### src/rtl/expr_unpack_pkg.sv
// Shared constants, field layout tables and FSM encoding for the
// packed-result unpacker (optional parity output: UNPACK_PARITY_EN).
package expr_unpack_pkg;

    localparam int WORD_W     = 90;
    localparam int NUM_FIELDS = 18;
    localparam int RAW_W      = 6;

    // Field layout repeats every 6 fields (30 bits per group).
    localparam logic [2:0] FIELD_W [6] = '{
        3'd4, 3'd5, 3'd6, 3'd4, 3'd5, 3'd6
    };
    localparam logic FIELD_SIGNED [6] = '{
        1'b0, 1'b0, 1'b0, 1'b1, 1'b1, 1'b1
    };

    typedef enum logic [0:0] {
        ST_IDLE   = 1'b0,
        ST_STREAM = 1'b1
    } state_e;

    // Width of the field at position ph within its 6-field group.
    function automatic logic [2:0] field_w(input logic [2:0] ph);
        logic [2:0] w;
        w = 3'd4;
        case (ph)
            3'd0: w = FIELD_W[0];
            3'd1: w = FIELD_W[1];
            3'd2: w = FIELD_W[2];
            3'd3: w = FIELD_W[3];
            3'd4: w = FIELD_W[4];
            3'd5: w = FIELD_W[5];
            default: w = 3'd4;
        endcase
        return w;
    endfunction

    // Signedness of the field at position ph within its group.
    function automatic logic field_signed(input logic [2:0] ph);
        logic s;
        s = 1'b0;
        case (ph)
            3'd0: s = FIELD_SIGNED[0];
            3'd1: s = FIELD_SIGNED[1];
            3'd2: s = FIELD_SIGNED[2];
            3'd3: s = FIELD_SIGNED[3];
            3'd4: s = FIELD_SIGNED[4];
            3'd5: s = FIELD_SIGNED[5];
            default: s = 1'b0;
        endcase
        return s;
    endfunction

endpackage

### src/rtl/expr_result_unpacker_field_extend.sv
// Right-aligns the top `width` bits of a 6-bit MSB slice and
// zero- or sign-extends them to OUT_W bits.
module field_extend
    import expr_unpack_pkg::*;
#(
    parameter int OUT_W = 8
) (
    input  logic [RAW_W-1:0] raw,
    input  logic [2:0]       width,
    input  logic             is_signed,
    output logic [OUT_W-1:0] result
);

    logic [RAW_W-1:0] aligned;
    logic             ext;

    // Align the field to bit 0 and fill the upper bits.
    always_comb begin
        aligned = raw >> (3'd6 - width);
        ext     = is_signed & raw[RAW_W-1];
        result  = {OUT_W{ext}};
        for (int i = 0; i < RAW_W; i++) begin
            if (3'(i) < width) begin
                result[i] = aligned[i];
            end
        end
    end

endmodule

### src/rtl/expr_result_unpacker.sv
// Streams the 18 packed fields of a 90-bit result word, one per
// handshake (optional out_parity output: UNPACK_PARITY_EN).
module expr_result_unpacker
    import expr_unpack_pkg::*;
#(
    parameter int NUM_FIELDS = 18,
    parameter int OUT_W      = 8
) (
    input  logic              clk,
    input  logic              rst,
    input  logic              in_valid,
    output logic              in_ready,
    input  logic [WORD_W-1:0] in_word,
    output logic              out_valid,
    input  logic              out_ready,
    output logic [4:0]        out_idx,
    output logic [OUT_W-1:0]  out_data,
    output logic              out_signed,
    output logic              out_last
`ifdef UNPACK_PARITY_EN
    ,
    output logic              out_parity
`endif
);

    localparam logic [4:0] LAST_IDX = 5'(NUM_FIELDS - 1);

    state_e            state_q, state_d;
    logic [4:0]        idx_q, idx_d;
    logic [2:0]        ph_q, ph_d;
    logic [WORD_W-1:0] sr_q, sr_d;

    logic [2:0]        cur_w;
    logic              cur_s;
    logic [RAW_W-1:0]  cur_raw;
    logic [OUT_W-1:0]  ext_data;
    logic              streaming;

    assign cur_w     = field_w(ph_q);
    assign cur_s     = field_signed(ph_q);
    assign cur_raw   = sr_q[WORD_W-1 -: RAW_W];
    assign streaming = (state_q == ST_STREAM);

    field_extend #(
        .OUT_W (OUT_W)
    ) u_ext (
        .raw       (cur_raw),
        .width     (cur_w),
        .is_signed (cur_s),
        .result    (ext_data)
    );

    // Outputs are forced quiet while reset is asserted.
    always_comb begin
        in_ready   = !rst && !streaming;
        out_valid  = !rst && streaming;
        out_idx    = idx_q;
        out_data   = rst ? '0 : ext_data;
        out_signed = !rst && cur_s;
        out_last   = !rst && streaming && (idx_q == LAST_IDX);
    end

`ifdef UNPACK_PARITY_EN
    logic [RAW_W-1:0] par_mask;

    // Parity covers only the raw field bits, before extension.
    always_comb begin
        par_mask   = 6'h3F << (3'd6 - cur_w);
        out_parity = !rst && (^(cur_raw & par_mask));
    end
`endif

    // Next-state: capture in IDLE, shift out one field per handshake.
    always_comb begin
        state_d = state_q;
        idx_d   = idx_q;
        ph_d    = ph_q;
        sr_d    = sr_q;
        case (state_q)
            ST_IDLE: begin
                if (in_valid) begin
                    sr_d    = in_word;
                    idx_d   = 5'd0;
                    ph_d    = 3'd0;
                    state_d = ST_STREAM;
                end
            end
            ST_STREAM: begin
                if (out_ready) begin
                    sr_d = sr_q << cur_w;
                    if (idx_q == LAST_IDX) begin
                        idx_d   = 5'd0;
                        ph_d    = 3'd0;
                        state_d = ST_IDLE;
                    end else begin
                        idx_d = idx_q + 5'd1;
                        ph_d  = (ph_q == 3'd5) ? 3'd0 : ph_q + 3'd1;
                    end
                end
            end
            default: state_d = ST_IDLE;
        endcase
    end

    // State registers with synchronous reset.
    always_ff @(posedge clk) begin
        if (rst) begin
            state_q <= ST_IDLE;
            idx_q   <= 5'd0;
            ph_q    <= 3'd0;
            sr_q    <= '0;
        end else begin
            state_q <= state_d;
            idx_q   <= idx_d;
            ph_q    <= ph_d;
            sr_q    <= sr_d;
        end
    end

endmodule

### config.mk
export PLATFORM = sky130hd
export DESIGN_NAME = expr_result_unpacker
export DESIGN_NICKNAME = d
export VERILOG_FILES = /design/src/rtl/expr_unpack_pkg.sv /design/src/rtl/expr_result_unpacker_field_extend.sv /design/src/rtl/expr_result_unpacker.sv
export SDC_FILE = /design/constraint.sdc
export NUM_CORES = 1
export LEC_CHECK = 0
export ABC_AREA = 1
export CAP_MARGIN = 0
export CORE_AREA = 4 4 138 140
export DETAILED_ROUTE_END_ITERATION = 8
export DIE_AREA = 0 0 142 144
export RECOVER_POWER = 50
export SLEW_MARGIN = 20
export SYNTH_ARGS = -nofsm -noshare
export SYNTH_HDL_FRONTEND = slang
export SYNTH_SLANG_ARGS = --single-unit
### constraint.sdc
create_clock -name clk -period 6.55 [get_ports clk]
set_input_delay 1.31 -clock clk [delete_from_list [all_inputs] [get_ports clk]]
set_output_delay 1.31 -clock clk [all_outputs]
set_load 0.02 [all_outputs]
* Yosys cells after proc, flatten, opt, wreduce, memory -nomap -nowiden
Index checks and enable logic that the tools add are counted.
** Word-level totals
- Logic and storage cells :: 60
- Register bits :: 99
- Output and inout bits :: 17
** Cells by class
- Shifts and indexed selects :: 2
- Reduce and logical (&&, ||, !) cells :: 10
- Magnitude comparators :: 6
- Bitwise operators :: 2
- Muxes and demuxes :: 25
- Eq/ne operators :: 8
- Add/sub/neg operators :: 3
** Operators by type and width (number)
- two-way mux 90 bit :: 2
- case mux 90 bit (2 select lines) :: 1
- << shifter 90 x 3 -> 90 bit :: 1
- two-way mux 5 bit :: 3
- two-way mux 3 bit :: 4
- two-way mux 1 bit :: 10
- case mux 5 bit (2 select lines) :: 1
- two-way mux 8 bit :: 1
- == test 3 x 2 -> 1 bit (second input constant) :: 2
- == test 3 bit (second input constant) :: 2
- less-than comparator 1 x 3 -> 1 bit (first input constant) :: 2
- less-than comparator 2 x 3 -> 1 bit (first input constant) :: 2
- less-than comparator 3 bit (first input constant) :: 2
- case mux 3 bit (2 select lines) :: 1
- right shift 6 x 3 -> 6 bit :: 1
- adder 5 x 1 -> 5 bit (second input constant) :: 1
- == test 5 bit (second input constant) :: 1
- logical AND 1 bit :: 4
- inequality test 2 bit (second input constant) :: 2
- case mux 2 bit (2 select lines) :: 1
- OR reduction 2 bit :: 2
- adder 3 x 1 -> 3 bit (second input constant) :: 1
- == test 3 x 1 -> 1 bit (second input constant) :: 1
- OR reduction 3 bit :: 1
- 6 further kinds :: 7

* Longest topological paths before layout
- Depth after elaboration :: 7
- Gate-level depth with buffers :: 16
- Gate-level depth less buffers :: 12

* By module
Synthesis repeated with hierarchy kept, for this count alone.
** Second synthesis, totals
- Cell total of the unflattened synthesis :: 1289
- Area, all modules :: 7257.0 um2
** Modules (own cells, without submodules)
- expr_result_unpacker :: area an instance 6931.6 um2, instances 1, cells each 1224
- field_extend :: area an instance 325.3 um2, instances 1, cells each 65

* Worst setup path before layout
Ideal clock, no wire load.
- Kind :: input to output
- Start point :: in rst
- End point :: out out_data[2]
- Path buffers :: 2
- Data arrival time :: 2.368 ns
- Setup slack :: 2.872 ns
- Stages :: 5
- Required time :: 5.240 ns
- Path through :: clkbuf_1 inv_1 buf_1 nand2_1 nor3_1
** Between the ends
- Cells in the longest elaborated chain, start to end :: 1
** Ends and longest elaborated chain
- from (decl) :: line expr_result_unpacker.sv:10 : input logic rst,
- two-way mux 8 bit :: line expr_result_unpacker.sv:58 : out_data = rst ? '0 : ext_data;
- to (decl) :: line expr_result_unpacker.sv:17 : output logic [OUT_W-1:0] out_data,
No other way between the ends.

* Worst setup path after layout
Ends and elaborated chain as after synthesis.

==> results.txt <==
status -> complete, but fails checks
failing checks -> capacitance limit, slew limit
Syn Inst Count -> 1,229
static leakage -> 0.00397 µW
critical path launch point type -> primary input
placed cells -> 1,478
fin crit share -> 0.693
Worst VDD drop -> 96.2 µV
post-synth cell types -> 27
Worst EP arrival -> 3.23 ns
CP Capture Type -> primary output
hold_ws -> 0.485 ns
Core ar. -> 17,800 µm²
GRT Overall Usage -> 0.214
Mapped Area -> 7030 µm²
Die Wd -> 142 µm
largest net degree at the start of global routing -> 92
vias per inst -> 5.33
setup TNS -> 0 ns
Yosys Warn Count -> 0
Worst-Margin Slew -> 1.66 ns
CTS buffer count -> 9
final hold violations -> 0
root buffer cell -> clkbuf_16
CTS tree -> built
maximum fanout along the worst path -> 16
GP Congestion -> 0.818
RSZ-0062 raised after global routing -> false
Mean Syn Cell Area -> 5.72 µm²
fin nets -> 1,359
PortBufs -> 110
vias in the first global route -> 7,262
die area -> 20,400 µm²
Yosys reg bits -> 99
area grow syn2layout -> 18.9%
Finished Layout Cells -> 1,495
pwr dens -> 194 nW/µm²
time the worst path needs with I/O delays and setup -> 4.54 ns
height of the chip -> 144 µm
CP required -> 5.24 ns
share of cells above drive strength 1 -> 0.0395
Max-cap violations -> 1
Inserted Diodes -> 0
Initial Utilization -> 0.394
Hold Path Class -> reg2reg
Worst Clk Skew -> 0.0103 ns
DR pass1 iterations -> 6
fill cell count -> 1,968
Max Fclk -> 220 MHz
Detailed Place HPWL -> 13,300 µm
Vias -> 7,967
Post-CTS Setup Bufs -> 0
Seq/Total Area, Yosys -> 0.282
endpoints failing setup -> 0
final slew viol count -> 55
Residual DRC -> 0
Std-Cell Rows -> 49
CTS resizes -> 0
clk_lat worst skew -> 0.36 ns
syn_nets -> 1,327
initial antenna violation count -> 0
CTS Sinks -> 99
Worst slew margin -> -0.107
io pins -> 111
first-pass GRT wire length -> 36,400 µm
Routed WL -> 21,900 µm
ANT nets after route -> 0
grt ovf -> 0
drt initial violations -> 859
Hold Buf Count CTS -> 0
clock buffer depth -> 2
DR WL/cell -> 14.6 µm
H-tree Lvls -> 3
CTS clk-pin slew, worst paths -> 0.07 ns
CP Class -> in2out
==> metrics by stage <==
| stage | util | power, µW | setup slack [ns] | instance area (µm²) |
|---|---|---|---|---|
| final | 0.469 | 1620 | 2.01 | 8360 |
| after global routing | 0.469 | 1720 | 1.81 | 8360 |
| after CTS | 0.468 | 1640 | 2.05 | 8340 |
| after detailed placement | 0.451 | 1100 | 2.05 | 8050 |
| after global placement | 0.451 | 1100 | 2.08 | 8050 |
| after floorplan | - | 964 | 2.87 | 7030 |
==> logic make-up (layout without fill, tap and decap cells) <==
family	Yosys count	after routing	share of synthesized area
adders and majority gates	4	4	0.00712
and+or+nand+nor	676	676	0.411
xor gates and xnor gates	2	2	0.00249
buffers and inverters	209	246	0.126
DFF	99	99	0.282
AOI/OAI and AO/OA	239	239	0.172
==> cell usage after synthesis <==
master | n | share of area
nand2_1 | 412 | 0.22
o21ai_0 | 163 | 0.12
inv_1 | 102 | 0.054
dfxtp_1 | 99 | 0.28
nor2_1 | 96 | 0.051
nand4_1 | 90 | 0.080
nand3_1 | 61 | 0.043
a21oi_1 | 57 | 0.041
clkbuf_1 | 50 | 0.027
buf_2 | 27 | 0.019
o21ai_1 | 15 | 0.011
nand2_2 | 11 | 0.0098
buf_1 | 10 | 0.0053
inv_2 | 7 | 0.0037
buf_4 | 6 | 0.0064
buf_6 | 6 | 0.0096
ha_1 | 4 | 0.0071
nand3_2 | 2 | 0.0028
nor3_1 | 2 | 0.0014
xor2_1 | 2 | 0.0025
a211oi_1 | 1 | 0.0011
clkbuf_2 | 1 | 0.00071
nor2_2 | 1 | 0.00089
o21ai_2 | 1 | 0.0012
o221ai_1 | 1 | 0.0012
o22ai_1 | 1 | 0.00089
or2_2 | 1 | 0.00089
==> worst max-delay path, cell delays in order <==
cell	delay (ns)
dlygate4sd3_1	0.76
inv_1	0.24
nand2_1	0.09
nor3_1	0.19
clkdlybuf4s50_1	0.63
==> layout by cell type, fill, tap and decap left out, types with 2 or more instances in the layout <==
master             n
nand2_1          409
o21ai_0          169
inv_1            104
clkdlybuf4s50_1  103
dfxtp_1           99
nor2_1            96
nand4_1           90
nand3_1           61
a21oi_1           56
nand2_2           14
buf_4             10
o21ai_1            9
clkbuf_16          9
dlygate4sd3_1      7
inv_2              5
ha_1               4
clkbuf_8           4
nor3_1             2
xor2_1             2
clkbuf_1           2
==> flip-flops by register name, indices dropped and copies added (netlist names) <==
signal / count
ph_q: 3
out_idx: 5
state_q: 1
sr_q: 90
==> metal layers <==
layer  GRT usage  wire (µm)
met1       0.297      10200
met4      0.0611        305
met5           0          0
met3      0.0284       1230
met2       0.349      10100
==> power by group <==
part | leakage [µW] | internal [µW] | switching [µW]
Combinational | 0.00300 | 154 | 231
Sequential | 0.000819 | 655 | 44.2
Clock | 0.000146 | 300 | 241
Total | 0.00397 | 1110 | 516
==> cell type report <==
class                           count  area, µm²  share of cell area
Sequential cell                    99       1980               0.237
Multi-Input combinational cell    921       4190               0.502
Clock inverter                      1       5.00            0.000599
Clock buffer                       15        288              0.0344
Inverter                          109        409              0.0489
Tap cell                          229        287              0.0343
Timing Repair Buffer              121       1200               0.143
==> path summary, 6_finish.rpt <==
| kind | end | cells after the start | startpoint | slack (ns) |
|---|---|---|---|---|
| max | out_data[2] | 5 | rst | 2.01 |
| min | sr_q[0] | 2 | sr_q[0] | 0.48 |
| max reg2reg | sr_q[82] | 10 | state_q | 3.31 |
| min reg2reg | sr_q[0] | 2 | sr_q[0] | 0.48 |
Power figures use the tool's default switching activity.
